--- src/rtl/fetch_unit.sv ---
// Instruction-fetch front end: owns the PC, loads reset/interrupt vectors from
// the unified memory and registers one IF/ID stage for decode.
module fetch_unit #(
  parameter int ADDR_W = 8,
  parameter int DATA_W = 8,
  parameter logic [3:0] IMM_OPCODE = 4'hC
) (
  input  logic              clk,
  input  logic              rst,
  input  logic              stall,
  input  logic              branch_taken,
  input  logic [ADDR_W-1:0] branch_target,
  input  logic              intr_req,
  input  logic              rti,
  input  logic [DATA_W-1:0] instr_out,
  input  logic [DATA_W-1:0] immediate,
  input  logic              immediate_enabled,
  output logic [ADDR_W-1:0] addr_instr,
  output logic              intr_ack,
  output logic              if_valid,
  output logic [DATA_W-1:0] if_instr,
  output logic [DATA_W-1:0] if_imm,
  output logic              if_imm_en,
  output logic [ADDR_W-1:0] if_pc,
  output logic [ADDR_W-1:0] if_pc_next,
  output logic [ADDR_W-1:0] intr_ret_pc,
  output logic [1:0]        fsm_state
);

  typedef enum logic [1:0] {
    S_RST_VEC = 2'd0,
    S_RUN     = 2'd1,
    S_INT_VEC = 2'd2
  } state_t;

  state_t            state, state_next;
  logic [ADDR_W-1:0] pc, pc_n;
  logic              mask, mask_n;
  logic              valid_n;
  logic [DATA_W-1:0] instr_n, imm_n;
  logic              imm_en_n;
  logic [ADDR_W-1:0] ipc_n, ipc_next_n, ret_n;
  logic [ADDR_W-1:0] step_len;
  logic [ADDR_W-1:0] pc_seq;

  assign fsm_state = state;

  // Two-byte instructions advance past their immediate; arithmetic wraps at 2**ADDR_W.
  assign step_len = immediate_enabled ? ADDR_W'(2) : ADDR_W'(1);
  assign pc_seq   = pc + step_len;

  always_comb begin
    state_next = state;
    pc_n       = pc;
    mask_n     = rti ? 1'b0 : mask;
    valid_n    = if_valid;
    instr_n    = if_instr;
    imm_n      = if_imm;
    imm_en_n   = if_imm_en;
    ipc_n      = if_pc;
    ipc_next_n = if_pc_next;
    ret_n      = intr_ret_pc;
    addr_instr = pc;
    intr_ack   = 1'b0;

    case (state)
      S_RST_VEC: begin
        addr_instr = '0;
        pc_n       = ADDR_W'(instr_out);
        valid_n    = 1'b0;
        state_next = S_RUN;
      end
      S_INT_VEC: begin
        // Memory substitutes mem[1] for the addressed byte while intr_ack is high.
        intr_ack   = 1'b1;
        pc_n       = ADDR_W'(instr_out);
        valid_n    = 1'b0;
        state_next = S_RUN;
      end
      S_RUN: begin
        if (branch_taken) begin
          pc_n    = branch_target;
          valid_n = 1'b0;
        end else if (intr_req && !mask && !stall) begin
          ret_n      = pc;
          mask_n     = 1'b1;
          valid_n    = 1'b0;
          state_next = S_INT_VEC;
        end else if (!stall) begin
          instr_n    = instr_out;
          imm_n      = immediate_enabled ? immediate : '0;
          imm_en_n   = immediate_enabled;
          ipc_n      = pc;
          ipc_next_n = pc_seq;
          valid_n    = 1'b1;
          pc_n       = pc_seq;
        end
      end
      default: begin
        state_next = S_RST_VEC;
      end
    endcase
  end

  always_ff @(posedge clk) begin
    if (rst) begin
      state       <= S_RST_VEC;
      pc          <= '0;
      mask        <= 1'b0;
      if_valid    <= 1'b0;
      if_instr    <= '0;
      if_imm      <= '0;
      if_imm_en   <= 1'b0;
      if_pc       <= '0;
      if_pc_next  <= '0;
      intr_ret_pc <= '0;
    end else begin
      state       <= state_next;
      pc          <= pc_n;
      mask        <= mask_n;
      if_valid    <= valid_n;
      if_instr    <= instr_n;
      if_imm      <= imm_n;
      if_imm_en   <= imm_en_n;
      if_pc       <= ipc_n;
      if_pc_next  <= ipc_next_n;
      intr_ret_pc <= ret_n;
    end
  end

endmodule

--- config.mk ---
export PLATFORM = sky130hd
export DESIGN_NAME = fetch_unit
export DESIGN_NICKNAME = d
export VERILOG_FILES = /design/src/rtl/fetch_unit.sv
export SDC_FILE = /design/constraint.sdc
export NUM_CORES = 1
export LEC_CHECK = 0
export ABC_AREA = 1
export CORE_ASPECT_RATIO = 2
export CORE_UTILIZATION = 45
export DETAILED_ROUTE_END_ITERATION = 6
export GPL_TIMING_DRIVEN = 1
export PLACE_DENSITY = 0.88
export SYNTH_ARGS = -nofsm -noshare
export SYNTH_HDL_FRONTEND = slang
export SYNTH_SLANG_ARGS = --single-unit
--- constraint.sdc ---
create_clock -name clk -period 6.1 [get_ports clk]
set_clock_uncertainty 0.1 [all_clocks]
set_input_delay 1.525 -clock clk [delete_from_list [all_inputs] [get_ports clk]]
set_output_delay 1.525 -clock clk [all_outputs]
set_load 0.02 [all_outputs]
==> key figures <==
Outcome
  • Status: finished clean

GRT
  • Total GRT Usage: 0.2609
  • Global-route wire length before repair: between 10000 and 15000 µm
  • Via count of the first global-routing pass: 2252
  • Initial antenna violation count: 0
  • Largest net degree at the start of global routing: 40
  • Congestion Overflow GR: 0

STA
  • Period utilisation layout: 0.5751
  • Final Hold Vio Count: 0
  • Slew headroom: 0.3763
  • RSZ-0062 raised after global routing: no
  • Final Slew Violations: 0
  • Crit path time final: 3.508 ns
  • Final worst slack: 2.592 ns
  • Worst-case hold slack: around 0.37 ns
  • Setup Total Neg Slack: 0 ns
  • Worst-Margin Slew: slightly above 0.9 ns
  • Highest clock rate: about 290 MHz
  • Final setup fails: 0

Route
  • Residual DRC: 0
  • Total Wirelength: about 6400 µm
  • Via Count: 2384
  • DR iter-0 viols: 73
  • Routed Antenna Nets: 0
  • Vias per inst: around 5.3
  • DR WL/cell: roughly 14 µm
  • Number of iterations in the first detailed-routing pass: 4

Clocking
  • H-tree depth: 2
  • Clock sinks: 53
  • Resize count post-CTS: 0
  • CTS tree: built
  • CTS Buffer Depth: 2
  • CTS Hold Bufs: 0
  • CTS Buf Count: 5
  • Clk_lat worst skew: about 0.31 ns
  • Post-CTS Setup Bufs: 0
  • CTS root buf: clkbuf_8
  • Reg clk slew, reported paths: 0.09 ns

Power and ir drop
  • Total power: 0.7501 mW
  • LEAKAGE: about 1.3 nW
  • Power Dens Cells: 235.5 nW/µm²
  • Peak VDD IR: 0.0001661 V

Setup path
  • Startpoint type of the worst setup path: flip-flop
  • Worst-path fanout max: 8
  • Crit path arrival time: about 1.9 ns
  • Worst setup EP type: output port
  • Worst path required time: 4.47 ns
  • Crit Path Category: flip-flop to output port

Finish
  • Area delta synth->final: 41.13%
  • Final cell count without fillers: between 400 and 500
  • Sequential Area: approximately 1100 µm²
  • Number of fill cells: 432
  • Design area: 3186 µm²
  • Share of cells above drive strength 1: 0.03836
  • Fin util: 0.6548
  • ANT cells: 0
  • Final nets: 425
  • Multi-input gate area: 1013 µm²

Synth
  • Main synth FF type: dfxtp_1
  • Synth unique cells: 22
  • Top cells by area, synth: dfxtp_1 47%, a21oi_1 10%, nand2_1 10%
  • Count leader, synth: nand2_1
  • Post-Syn Area: approximately 2300 µm²
  • Post-synthesis sequential area ratio: 0.4701
  • Mapped Avg Cell Area: between 7 and 8 µm²
  • EDFF count, synth: 0
  • Synth Warn #: 0
  • Seq cells post-synth: 53
  • Synthesized instance count: 316
  • Asr flop ratio synth: 0
  • Yosys top cell area share: 0.4701
  • Synth top cells by count: 60 x nand2_1, 53 x dfxtp_1, 52 x nor2_1
  • Largest area contributor in the netlist: dfxtp_1
  • Syn_nets: 350

Flow run
  • Max_cap viols: 0

Floorplanning
  • Die X: 52.08 µm
  • Row cnt: 36
  • Die area: about 5300 µm²
  • I/O pins: 84
  • Initial Utilization: 0.4640
  • Die Ht: 102.2 µm
  • Core Region: a little under 5000 µm²

Placed design
  • Placed Instances: around 440
  • Gpl congestion: about 0.91
  • IO Port Bufs: 83
  • Dpl hpwl: 4668 µm
  • Placed inst area: 3082 µm²
  • Worst slack at placement: ~2.3 ns

Worst hold path
  • Hold crit path type: flip-flop to flip-flop
power by group:
part | internal [mW] | total [mW] | switching [mW] | leakage (nW)
Combinational | 0.0626 | 0.145 | 0.0823 | 0.809
Clock | 0.119 | 0.231 | 0.112 | 0.0540
Sequential | 0.362 | 0.374 | 0.0119 | 0.432
worst max-delay path: stages, from the launching register on:
cell and delay, ns:
dfxtp_1 0.38, nor2_1 0.54, nor2_1 0.09, clkdlybuf4s50_1 0.56
final cells by class:
class	instances	area share
clock inverter	2	0.01100
clock buffer	5	0.02160
sequential	53	0.3331
inverter	28	0.03299
timing repair buffer	83	0.2608
multi-input combinational	220	0.3181
tap	57	0.02239
cell families (layout without fill, tap and decap cells):
kind of cell	after synthesis	in the layout	share of synthesized area
AOI/OAI and AO/OA	85	85	0.1885
DFF	53	53	0.4701
buffers and inverters	43	118	0.08093
xor gates and xnor gates	1	1	0.003881
adders and majority gates	3	3	0.01995
and+or+nand+nor	131	131	0.2367
path summary, 6_finish.rpt:
| check | from | end | slack (ns) | depth (start not counted) |
|---|---|---|---|---|
| setup / recovery | fsm_state[0]$_SDFFE_PP0P_ | addr_instr[7] | 2.59 | 3 |
| setup reg to reg | fsm_state[0]$_SDFFE_PP0P_ | if_pc[5]$_SDFFE_PP0P_ | 3.72 | 6 |
| hold / removal | if_imm[7]$_SDFFE_PP0P_ | if_imm[7]$_SDFFE_PP0P_ | 0.37 | 2 |
| hold reg to reg | if_imm[7]$_SDFFE_PP0P_ | if_imm[7]$_SDFFE_PP0P_ | 0.37 | 2 |
cell usage in the layout (no fill, tap or decap), drive strengths merged:
master         instances
clkbuf                 5
dfxtp                 53
bufinv                 1
nand4                  1
o21ai                 40
or2                    1
nand2                 63
fa                     1
nand3                 12
nor2                  54
ha                     2
inv                   28
xnor2                  1
clkinv                 1
clkdlybuf4s50         83
a21oi                 45
metal layers:
layer,GRT usage,routed length (µm),vias to the layer above
met5,0,0,-
met4,0.1393,279,0
met3,0.03274,286,21
met2,0.4842,3539,92
met1,0.2707,2343,1113
li1,-,-,1158
flip-flops by register name, summed over array words and instances (netlist names):
signal / flops
intr_ret_pc: 8
if_valid: 1
if_pc: 8
if_pc_next: 8
mask: 1
if_imm: 8
if_imm_en: 1
fsm_state: 2
if_instr: 8
pc: 8
Note: power is estimated with default switching activity, not from simulation.
